<file path="src/rtl/pc_pkg.sv">
// Shared constants and next-PC select encoding for the PC sequencer.
package pc_pkg;

    localparam int unsigned PC_WIDTH        = 16;
    localparam int unsigned PC_STEP         = 2;
    localparam int unsigned PC_RAS_DEPTH    = 4;
    localparam logic [15:0] PC_RESET_VECTOR = 16'h0000;

    typedef enum logic [2:0] {
        SEL_HOLD,
        SEL_INC,
        SEL_BR,
        SEL_JMP,
        SEL_CALL,
        SEL_RET
    } pc_sel_e;

endpackage

</file>
<file path="src/rtl/pc_sequencer_ras_stack.sv">
// Circular return-address stack; a push while full overwrites the oldest entry.
module ras_stack #(
    parameter int unsigned WIDTH = 16,
    parameter int unsigned DEPTH = 4
) (
    input  logic             clk,
    input  logic             rst,
    input  logic             push,
    input  logic             pop,
    input  logic [WIDTH-1:0] push_data,
    output logic [WIDTH-1:0] top_data_c,
    output logic             full,
    output logic             empty,
    output logic             overflow,
    output logic             underflow
);

    localparam int unsigned PTR_W = $clog2(DEPTH);
    localparam int unsigned CNT_W = PTR_W + 1;

    logic [WIDTH-1:0] mem_q [DEPTH];
    logic [WIDTH-1:0] mem_d [DEPTH];
    logic [PTR_W-1:0] wr_ptr_q, wr_ptr_d;
    logic [CNT_W-1:0] count_q, count_d;
    logic             full_q, full_d;
    logic             empty_q, empty_d;
    logic             overflow_q, overflow_d;
    logic             underflow_q, underflow_d;

    // wr_ptr points at the next free slot; the top lives one below it.
    always_comb begin
        mem_d       = mem_q;
        wr_ptr_d    = wr_ptr_q;
        count_d     = count_q;
        overflow_d  = 1'b0;
        underflow_d = 1'b0;
        if (push) begin
            mem_d[wr_ptr_q] = push_data;
            wr_ptr_d        = wr_ptr_q + PTR_W'(1);
            overflow_d      = full_q;
            if (!full_q) begin
                count_d = count_q + CNT_W'(1);
            end
        end else if (pop) begin
            if (empty_q) begin
                underflow_d = 1'b1;
            end else begin
                wr_ptr_d = wr_ptr_q - PTR_W'(1);
                count_d  = count_q - CNT_W'(1);
            end
        end
        full_d  = (count_d == CNT_W'(DEPTH));
        empty_d = (count_d == CNT_W'(0));
    end

    always_ff @(posedge clk) begin
        if (rst) begin
            wr_ptr_q    <= '0;
            count_q     <= '0;
            full_q      <= 1'b0;
            empty_q     <= 1'b1;
            overflow_q  <= 1'b0;
            underflow_q <= 1'b0;
        end else begin
            wr_ptr_q    <= wr_ptr_d;
            count_q     <= count_d;
            full_q      <= full_d;
            empty_q     <= empty_d;
            overflow_q  <= overflow_d;
            underflow_q <= underflow_d;
        end
    end

    // Entry contents are left stale across reset; occupancy alone defines validity.
    always_ff @(posedge clk) begin
        mem_q <= mem_d;
    end

    assign top_data_c = mem_q[wr_ptr_q - PTR_W'(1)];
    assign full       = full_q;
    assign empty      = empty_q;
    assign overflow   = overflow_q;
    assign underflow  = underflow_q;

endmodule

</file>
<file path="src/rtl/pc_sequencer.sv">
// Program-counter sequencer: prioritised next-PC select with wrap detection and a return-address stack.
module pc_sequencer
    import pc_pkg::*;
#(
    parameter int unsigned      WIDTH        = PC_WIDTH,
    parameter int unsigned      STEP         = PC_STEP,
    parameter logic [WIDTH-1:0] RESET_VECTOR = WIDTH'(PC_RESET_VECTOR),
    parameter int unsigned      RAS_DEPTH    = PC_RAS_DEPTH
) (
    input  logic             Clock,
    input  logic             Reset,
    input  logic             Stall,
    input  logic             Branch,
    input  logic [WIDTH-1:0] Offset,
    input  logic             Jump,
    input  logic             Call,
    input  logic             Ret,
    input  logic [WIDTH-1:0] Target,
    output logic [WIDTH-1:0] PC,
    output logic [WIDTH-1:0] PCPlus,
    output logic             Wrap,
    output logic             RasEmpty,
    output logic             RasFull,
    output logic             RasError
);

    localparam logic [WIDTH-1:0] ALIGN_MASK = ~WIDTH'(STEP - 1);
    localparam logic [WIDTH:0]   STEP_EXT   = (WIDTH + 1)'(STEP);

    logic [WIDTH-1:0] pc_q, pc_d;
    logic             wrap_q, wrap_d;
    logic [WIDTH:0]   inc_sum;
    logic [WIDTH:0]   br_sum;
    pc_sel_e          sel;
    logic             ras_push, ras_pop;
    logic [WIDTH-1:0] ras_top_c;
    logic             ras_full, ras_empty, ras_overflow, ras_underflow;

    assign inc_sum = {1'b0, pc_q} + STEP_EXT;
    assign br_sum  = {1'b0, pc_q} + {1'b0, Offset};

    // Fixed priority; a Ret on an empty stack degrades to a plain increment.
    always_comb begin
        sel = SEL_INC;
        if (Stall) begin
            sel = SEL_HOLD;
        end else if (Ret) begin
            sel = ras_empty ? SEL_INC : SEL_RET;
        end else if (Call) begin
            sel = SEL_CALL;
        end else if (Jump) begin
            sel = SEL_JMP;
        end else if (Branch) begin
            sel = SEL_BR;
        end
    end

    // For a negative offset the unsigned sum carries exactly when no borrow occurs.
    always_comb begin
        pc_d   = pc_q;
        wrap_d = wrap_q;
        case (sel)
            SEL_HOLD: ;
            SEL_INC: begin
                pc_d   = inc_sum[WIDTH-1:0];
                wrap_d = inc_sum[WIDTH];
            end
            SEL_BR: begin
                pc_d   = br_sum[WIDTH-1:0];
                wrap_d = Offset[WIDTH-1] ? ~br_sum[WIDTH] : br_sum[WIDTH];
            end
            SEL_JMP, SEL_CALL: begin
                pc_d   = Target & ALIGN_MASK;
                wrap_d = 1'b0;
            end
            SEL_RET: begin
                pc_d   = ras_top_c;
                wrap_d = 1'b0;
            end
            default: ;
        endcase
    end

    assign ras_push = !Stall && !Ret && Call;
    assign ras_pop  = !Stall && Ret;

    always_ff @(posedge Clock) begin
        if (Reset) begin
            pc_q   <= RESET_VECTOR;
            wrap_q <= 1'b0;
        end else begin
            pc_q   <= pc_d;
            wrap_q <= wrap_d;
        end
    end

    ras_stack #(
        .WIDTH (WIDTH),
        .DEPTH (RAS_DEPTH)
    ) u_ras (
        .clk        (Clock),
        .rst        (Reset),
        .push       (ras_push),
        .pop        (ras_pop),
        .push_data  (inc_sum[WIDTH-1:0]),
        .top_data_c (ras_top_c),
        .full       (ras_full),
        .empty      (ras_empty),
        .overflow   (ras_overflow),
        .underflow  (ras_underflow)
    );

    assign PC       = pc_q;
    assign PCPlus   = inc_sum[WIDTH-1:0];
    assign Wrap     = wrap_q;
    assign RasEmpty = ras_empty;
    assign RasFull  = ras_full;
    assign RasError = ras_overflow | ras_underflow;

endmodule

</file>
<file path="config.mk">
export PLATFORM = sky130hd
export DESIGN_NAME = pc_sequencer
export DESIGN_NICKNAME = d
export VERILOG_FILES = /design/src/rtl/pc_pkg.sv /design/src/rtl/pc_sequencer_ras_stack.sv /design/src/rtl/pc_sequencer.sv
export SDC_FILE = /design/constraint.sdc
export NUM_CORES = 1
export LEC_CHECK = 0
export BUFFER_PORTS_ARGS = -buffer_cell sky130_fd_sc_hd__buf_2
export CORE_UTILIZATION = 57
export DETAILED_ROUTE_END_ITERATION = 8
export PLACE_DENSITY = 0.86
export RECOVER_POWER = 25
export SLEW_MARGIN = 0
export SYNTH_ARGS = -nofsm -noshare
export SYNTH_HDL_FRONTEND = slang
export SYNTH_HIERARCHICAL = 1
export SYNTH_SLANG_ARGS = --single-unit
</file>
<file path="constraint.sdc">
create_clock -name Clock -period 3.1 [get_ports Clock]
set_clock_uncertainty 0.05 [all_clocks]
set_input_delay 0.62 -clock Clock [delete_from_list [all_inputs] [get_ports Clock]]
set_output_delay 0.62 -clock Clock [all_outputs]
set_load 0.02 [all_outputs]
</file>
==> summary.md, run 1 <==
| Metric | Value |
|---|---|
| Run status | finished clean |
| P_leak | 2.17 nW |
| Total die area | 9190 um^2 |
| Hold WC Path Type | flop to flop |
| Routed len/inst | 20.1 um |
| Die height | 95.9 um |
| Average cell area after synthesis | 11.9 um^2 |
| I/O Buffers | 73 |
| Worst path cell trace | ha_1, nand2_1, or2_2, nor2_1, xor2_2, buf_2 |
| Layout Cells excl Fill | 610 |
| Top-count cell post-synth | edfxtp_1 |
| CP peak stage delay | 0.41 ns |
| Arr. time, crit path | 2.35 ns |
| Bufs and invs on worst path | 1 |
| Sw Pwr | around 0.8 mW |
| Gpl congestion | 0.854 |
| Detail Route Antenna Nets | 0 |
| Critical Path Sink Type | output pin |
| CTS Buffer Depth | 2 |
| Setup TNS | 0 ns |
| Final Cell Area | ~5700 um^2 |
| Initial antenna violation count | 0 |
| Sw frac | 0.294 |
| Total congestion overflow | 0 |
| Routed Wire Length | between 10 and 15 mm |
| Synth warn | 6 |
| Layout area overhead | 13.3% |
| Hold_buf cts | 0 |
| Crit Path Max Fanout | 6 |
| Final Hold Viols | 0 |
| Inserted Diodes | 0 |
| Register area share after synthesis | 0.486 |
| Max IR drop VDD | around 0.39 mV |
| Most Crowded Layer GR | met2 |
| Sequential cell area | 2440 um^2 |
| Critical path class | flop to output pin |
| Pwr Total | between 2 and 3 mW |
| Net count, final | 563 |
| Reg clk slew, reported paths | 0.09 ns |
| FILL cells | 626 |
| Root Buffer Master | clkbuf_8 |
| Mux share of post-synthesis cell area | 0.0737 |
| GRT Total Usage | 0.280 |
| Setup WS pre-CTS | approximately 0.32 ns |
| Met3 usage | 0.0537 |
| Ys async rst share | 0 |
| CTS H-tree lvls | 3 |
| Area of placed instances | 5490 um^2 |
| Clk pwr share | 0.282 |
| RSZ-0062 raised after global routing | true |
| Met1 Track Usage GR | 0.364 |
| Vias in the first global route | approximately 3700 |
| Crit path max-delay family | simple AND/OR/NAND/NOR gates |
| DP HPWL | 8.63 mm |
| Pwr dens | 484 nW/um^2 |
| Internal | 1.94 mW |
| Commonest cells in the netlist | edfxtp_1, nand2_1, dfxtp_1 |
| Die Wd | roughly 96 um |
| Vias per cell | 6.38 |
| Yosys cell types | 69 |
| Starting density of the core | 0.599 |
| Largest family of logic cells by synthesized area | compound AO/OA/AOI/OAI gates |
| Site Rows | 33 |
| CP required | 2.43 ns |
| Mapped Cells | 421 |
| Clock latency on the worst-skew pair | 0.36 ns |
| Mapped Area | 5020 um^2 |
| DRT Pass-1 Iters | 7 |
| Startpoint types | flop |
| Largest net degree at the start of global routing | 34 |
| Sequential Power Share | 0.501 |
| Met2 GRT Util | 0.471 |
| Total number of vias | about 4000 |
| Synth Area in Simple Gates | 0.127 |
| Final Max Tran Viols | 0 |
| Post-synth top area cell | edfxtp_1 |
| Post-Synth Adder-Cell Area | 0.0613 |
| Synth top area share | 0.382 |
| CTS buffer count | 9 |
| Clk sink count | 90 |
| Multi-input gate area | 2380 um^2 |
| FF+latch count, synth | 90 |
| Synth Flop Type | edfxtp_1 |
| Slew of the pin with the lowest slew margin | 0.706 ns |
| CTS tree | built |
| Initial DRC count | 269 |
| Post-synthesis xor/xnor area fraction | 0.0418 |
| Placed insts | 594 |
| EDFF count, synth | 64 |
| Fraction of layout cells with a size suffix above 1 | 0.246 |
| WHS | 0.469 ns |
| Final setup margin | slightly below 0.08 ns |
| Final setup viols | 0 |
| Synth top area cells | edfxtp_1, dfxtp_1, mux4_2 |
| First-pass GRT wire length | roughly 19 mm |
| Final period util | 0.975 |
| Final core occ | 0.679 |
| Total of max-cap violations | 0 |
| Fmax achieved | 0.331 GHz |
| Core area | 8380 um^2 |
| DRC Markers | 0 |
| Minimum clock period | 3.02 ns |
| Syn Nets | between 400 and 500 |
| Logic pwr share | 0.216 |
| Critical path's slowest cell | dfxtp_1 |
| IO Pins | 75 |
| Relative slew slack | 0.529 |
| Compound-Gate Fraction of Synth Area | 0.161 |
[area by class of cell]
type                       count  share of cell area
clock buffer                  11              0.0231
clock inverter                 5             0.00967
inverter                      21              0.0143
multi-input combinational    287               0.417
sequential                    90               0.429
tap                          105              0.0231
timing repair buffer          91              0.0833
[worst register-to-register path, cell delays in order, from the launching register on]
cell	delay, ns
dfxtp_1	0.50
ha_1	0.27
inv_1	0.07
fa_1	0.40
nor2b_1	0.26
o31ai_4	0.11
a211oi_2	0.27
nor3_1	0.10
or4b_1	0.47
nand3_1	0.09
[final timing paths]
path / start / endpoint / slack (ns) / depth (start not counted)
hold reg to reg: u_ras/full / u_ras/overflow / 0.47 / 2
setup / recovery: PC[2] / PCPlus[9] / 0.08 / 6
hold / removal: u_ras/full / u_ras/overflow / 0.47 / 2
setup reg to reg: PC[0] / PC[12] / 0.45 / 9
[cells in the final DEF, fill, tap and decap left out, drive strengths merged, types with 3 or more instances in the layout]
| cell | synthesis | routed |
|---|---|---|
| a221oi | 14 | 14 |
| dfxtp | 26 | 26 |
| nor3 | 14 | 14 |
| o22ai | 3 | 3 |
| ha | 23 | 23 |
| a21oi | 19 | 19 |
| a21o | 6 | 6 |
| a211oi | 10 | 10 |
| o211ai | 4 | 4 |
| a41oi | 3 | 3 |
| o21a | 3 | 3 |
| and2 | 7 | 7 |
| a22oi | 4 | 4 |
| xnor2 | 17 | 17 |
| clkbuf | 8 | 30 |
| nand4 | 5 | 5 |
| a31oi | 3 | 3 |
| and3 | 3 | 3 |
| o31ai | 6 | 6 |
| nor2 | 23 | 23 |
| xor2 | 7 | 7 |
| nor2b | 7 | 7 |
| a221o | 6 | 6 |
| mux4 | 16 | 16 |
| nand3 | 8 | 8 |
| buf | 15 | 72 |
| nor4 | 6 | 6 |
| edfxtp | 64 | 64 |
| nand2 | 30 | 30 |
| clkinv | 0 | 3 |
| inv | 21 | 21 |
| o21ai | 11 | 11 |
[metal layers]
layer,part of all wire,up-vias
met3,0.079,24
met5,0,-
met4,0.021,0
li1,-,1793
met2,0.50,192
met1,0.40,1883
[registers in the layout, indices dropped and copies added, names as in the netlist]
register,flops
u_ras/overflow,1
u_ras/underflow,1
u_ras/mem_q,64
u_ras/full,1
Wrap,1
PC,16
u_ras/empty,1
u_ras/wr_ptr_q,2
u_ras/count_q,3
[power by group through the flow]
stage	Clock (mW)	Sequential, mW	Combinational, mW
after CTS	0.786	1.38	0.595
after global placement	0	1.40	0.574
after floorplan	0	1.42	0.407
after global routing	0.835	1.38	0.648
final	0.777	1.38	0.596
after detailed placement	0	1.41	0.590
[cell families after synthesis]
kind of cell | after synthesis
compound gates | 105
xor+xnor | 24
fa+ha+maj | 24
buf+inv | 44
flops | 90
mux | 17
simple gates | 117
[what timing repair did]
action,4_1_cts,5_1_grt
gates resized for setup,1,4
endpoints found under the hold margin,0,0
setup endpoints to repair,1,3
pin swaps,0,0
buffers inserted,0,0
cloned,0,0
Power figures use the tool's default switching activity.
==> run 2: changes to the inputs <==
--- a/config.mk
+++ b/config.mk
@@ -5,11 +5,12 @@
 export SDC_FILE = /design/constraint.sdc
 export NUM_CORES = 1
 export LEC_CHECK = 0
-export BUFFER_PORTS_ARGS = -buffer_cell sky130_fd_sc_hd__buf_2
-export CORE_UTILIZATION = 57
+export CORE_UTILIZATION = 60
 export DETAILED_ROUTE_END_ITERATION = 8
-export PLACE_DENSITY = 0.86
+export DONT_BUFFER_PORTS = 1
+export PLACE_DENSITY = 0.82
 export RECOVER_POWER = 25
+export SKIP_CTS_REPAIR_TIMING = 1
 export SLEW_MARGIN = 0
 export SYNTH_ARGS = -nofsm -noshare
 export SYNTH_HDL_FRONTEND = slang
==> constraint.sdc (replaced) <==
create_clock -name Clock -period 3.4 [get_ports Clock]
set_clock_uncertainty 0.05 [all_clocks]
set_input_delay 0.68 -clock Clock [delete_from_list [all_inputs] [get_ports Clock]]
set_output_delay 0.68 -clock Clock [all_outputs]
set_load 0.02 [all_outputs]
==> run 2 against run 1 <==
  * Hold slack got worse by 0.14 ns
  * Critical path depth fell by 2
  * Routed wire length fell by 4.2%
  * Sequential share of layout area rose by 2.7 points
  * Setup slack improved by 0.14 ns
  * Count of clock-buffer cells in the layout did not move
  * Flip-flop and latch count did not move
  * Global-route usage fell by 0.13 points
  * Sequential power fell by 9%
  * Die area fell by 4.9%
  * Clock power rose by 0.8%
  * Power fell by 8.3%
==> summary.md, run 2 (synthesized netlist as in run 1, its figures left out) <==
| Metric | Value |
|---|---|
| Levels on crit path | 4 |
| Final setup margin | 0.218 ns |
| CP peak stage delay | 0.66 ns |
| Crit path max-delay family | simple AND/OR/NAND/NOR gates |
| CTS Buffer Depth | 2 |
| RSZ-0062 raised after global routing | false |
| Placed insts | 527 |
| Critical path class | flop to output pin |
| Final Cell Area | 5350 um^2 |
| Worst R2R Setup Slack | 0.64 ns |
| Met3 WL | between 1 and 1.5 mm |
| Relative slew slack | 0.316 |
| Site Rows | 33 |
| Worst R2R Start | PC[1] |
| Pwr Total | 2.52 mW |
| Reg2Reg Depth | 8 |
| Detail Route Antenna Nets | 0 |
| DRC Markers | 0 |
| Hold endpoint | PC[2] |
| Starting density of the core | 0.615 |
| Hold path start | Reset |
| Total congestion overflow | 0 |
| DRT Pass-1 Iters | 5 |
| Startpoint types | flop |
| Core area | 8180 um^2 |
| WHS Path Cells | 1 |
| Final setup viols | 0 |
| Run status | finished clean |
| Net count, final | 496 |
| Gpl congestion | 0.835 |
| FILL cells | 630 |
| Final Hold Viols | 0 |
| CTS H-tree lvls | 3 |
| M1 WL | roughly 4.6 mm |
| Worst path cell trace | clkbuf_1, nand2_1, nor4_4, xor2_1 |
| Fraction of layout cells with a size suffix above 1 | 0.153 |
| Clock latency on the worst-skew pair | between 0.3 and 0.4 ns |
| Final Max Tran Viols | 0 |
| Initial antenna violation count | 0 |
| Slew of the pin with the lowest slew margin | 1.02 ns |
| Crit Path Max Fanout | 6 |
| Die Wd | 93.5 um |
| CTS tree | built |
| Inserted Diodes | 0 |
| Routed met2 length | 5.89 mm |
| CP required | 2.67 ns |
| Largest Register | u_ras/mem_q |
| Vias per cell | 6.63 |
| GRT Total Usage | 0.279 |
| Max Used Layer | met4 |
| Final period util | 0.936 |
| Root Buffer Master | clkbuf_8 |
| First-pass GRT wire length | 17.9 mm |
| I/O Buffers | 0 |
| Vias in the first global route | approximately 3500 |
| Total of max-cap violations | 0 |
| Routed len/inst | between 20 and 25 um |
| Hold WC Path Type | input port to flop |
| Initial DRC count | 252 |
| Critical path's slowest cell | xor2_1 |
| Die height | just over 90 um |
| Layout Cells excl Fill | around 540 |
| Fmax achieved | 0.314 GHz |
| Final core occ | 0.655 |
| Max FFs per register | 64 |
| Routed Wire Length | 11.7 mm |
| Arr. time, crit path | 2.45 ns |
| Minimum clock period | 3.18 ns |
| IO Pins | 75 |
| Reg clk slew, reported paths | 0.10 ns |
| Max IR drop VDD | 0.338 mV |
| Bufs and invs on worst path | 1 |
| Setup TNS | 0 ns |
| Total number of vias | ~3600 |
| Largest net degree at the start of global routing | 37 |
| Setup WS pre-CTS | 0.643 ns |
| Critical Path Sink Type | output pin |
| Commonest non-fill, non-tap cell in the layout | edfxtp_1 |
| P_leak | 1.91 nW |
| Clk sink count | 90 |
| CTS buffer count | 9 |
| Total die area | ~8700 um^2 |
| Area of placed instances | between 5000 and 6000 um^2 |
| Layout area overhead | 6.50% |
| DP HPWL | 8.58 mm |
| Commonest cells after routing, fill and taps aside | edfxtp_1, nand2_1, dfxtp_1 |
| Worst r2r dst | PC[12] |
| Pwr dens | between 400 and 500 nW/um^2 |
| WHS | 0.325 ns |
[run 2: final cells by class]
class | instances | area (um^2) | area share
clock inverter | 5 | 58.8 | 0.0110
tap | 105 | 131 | 0.0245
clock buffer | 11 | 163 | 0.0304
multi-input combinational | 287 | 2330 | 0.435
inverter | 21 | 80.1 | 0.0150
timing repair buffer | 24 | 150 | 0.0281
sequential | 90 | 2440 | 0.456
[run 2: per-layer routing]
layer | vias up | GRT usage
li1 | 1662 | -
met1 | 1768 | 0.342
met2 | 153 | 0.467
met3 | 15 | 0.0927
met4 | 0 | 0.0846
met5 | - | 0
[run 2: worst max path at each step]
stage               startpoint    endpoint  slack, ns
finish                   PC[3]  PCPlus[13]       0.22
global route             PC[1]  PCPlus[13]       0.06
CTS                      PC[2]  PCPlus[13]       0.27
detailed placement   Offset[0]      PC[12]       0.64
global placement     Offset[0]      PC[12]       0.68
floorplan                PC[2]  PCPlus[15]       0.73
[run 2: report_power, final]
part	total [mW]	switching, mW	leakage, nW	internal [mW]
clock network	0.783	0.378	0.107	0.406
registers	1.26	0.0478	0.805	1.22
logic	0.476	0.288	0.996	0.188
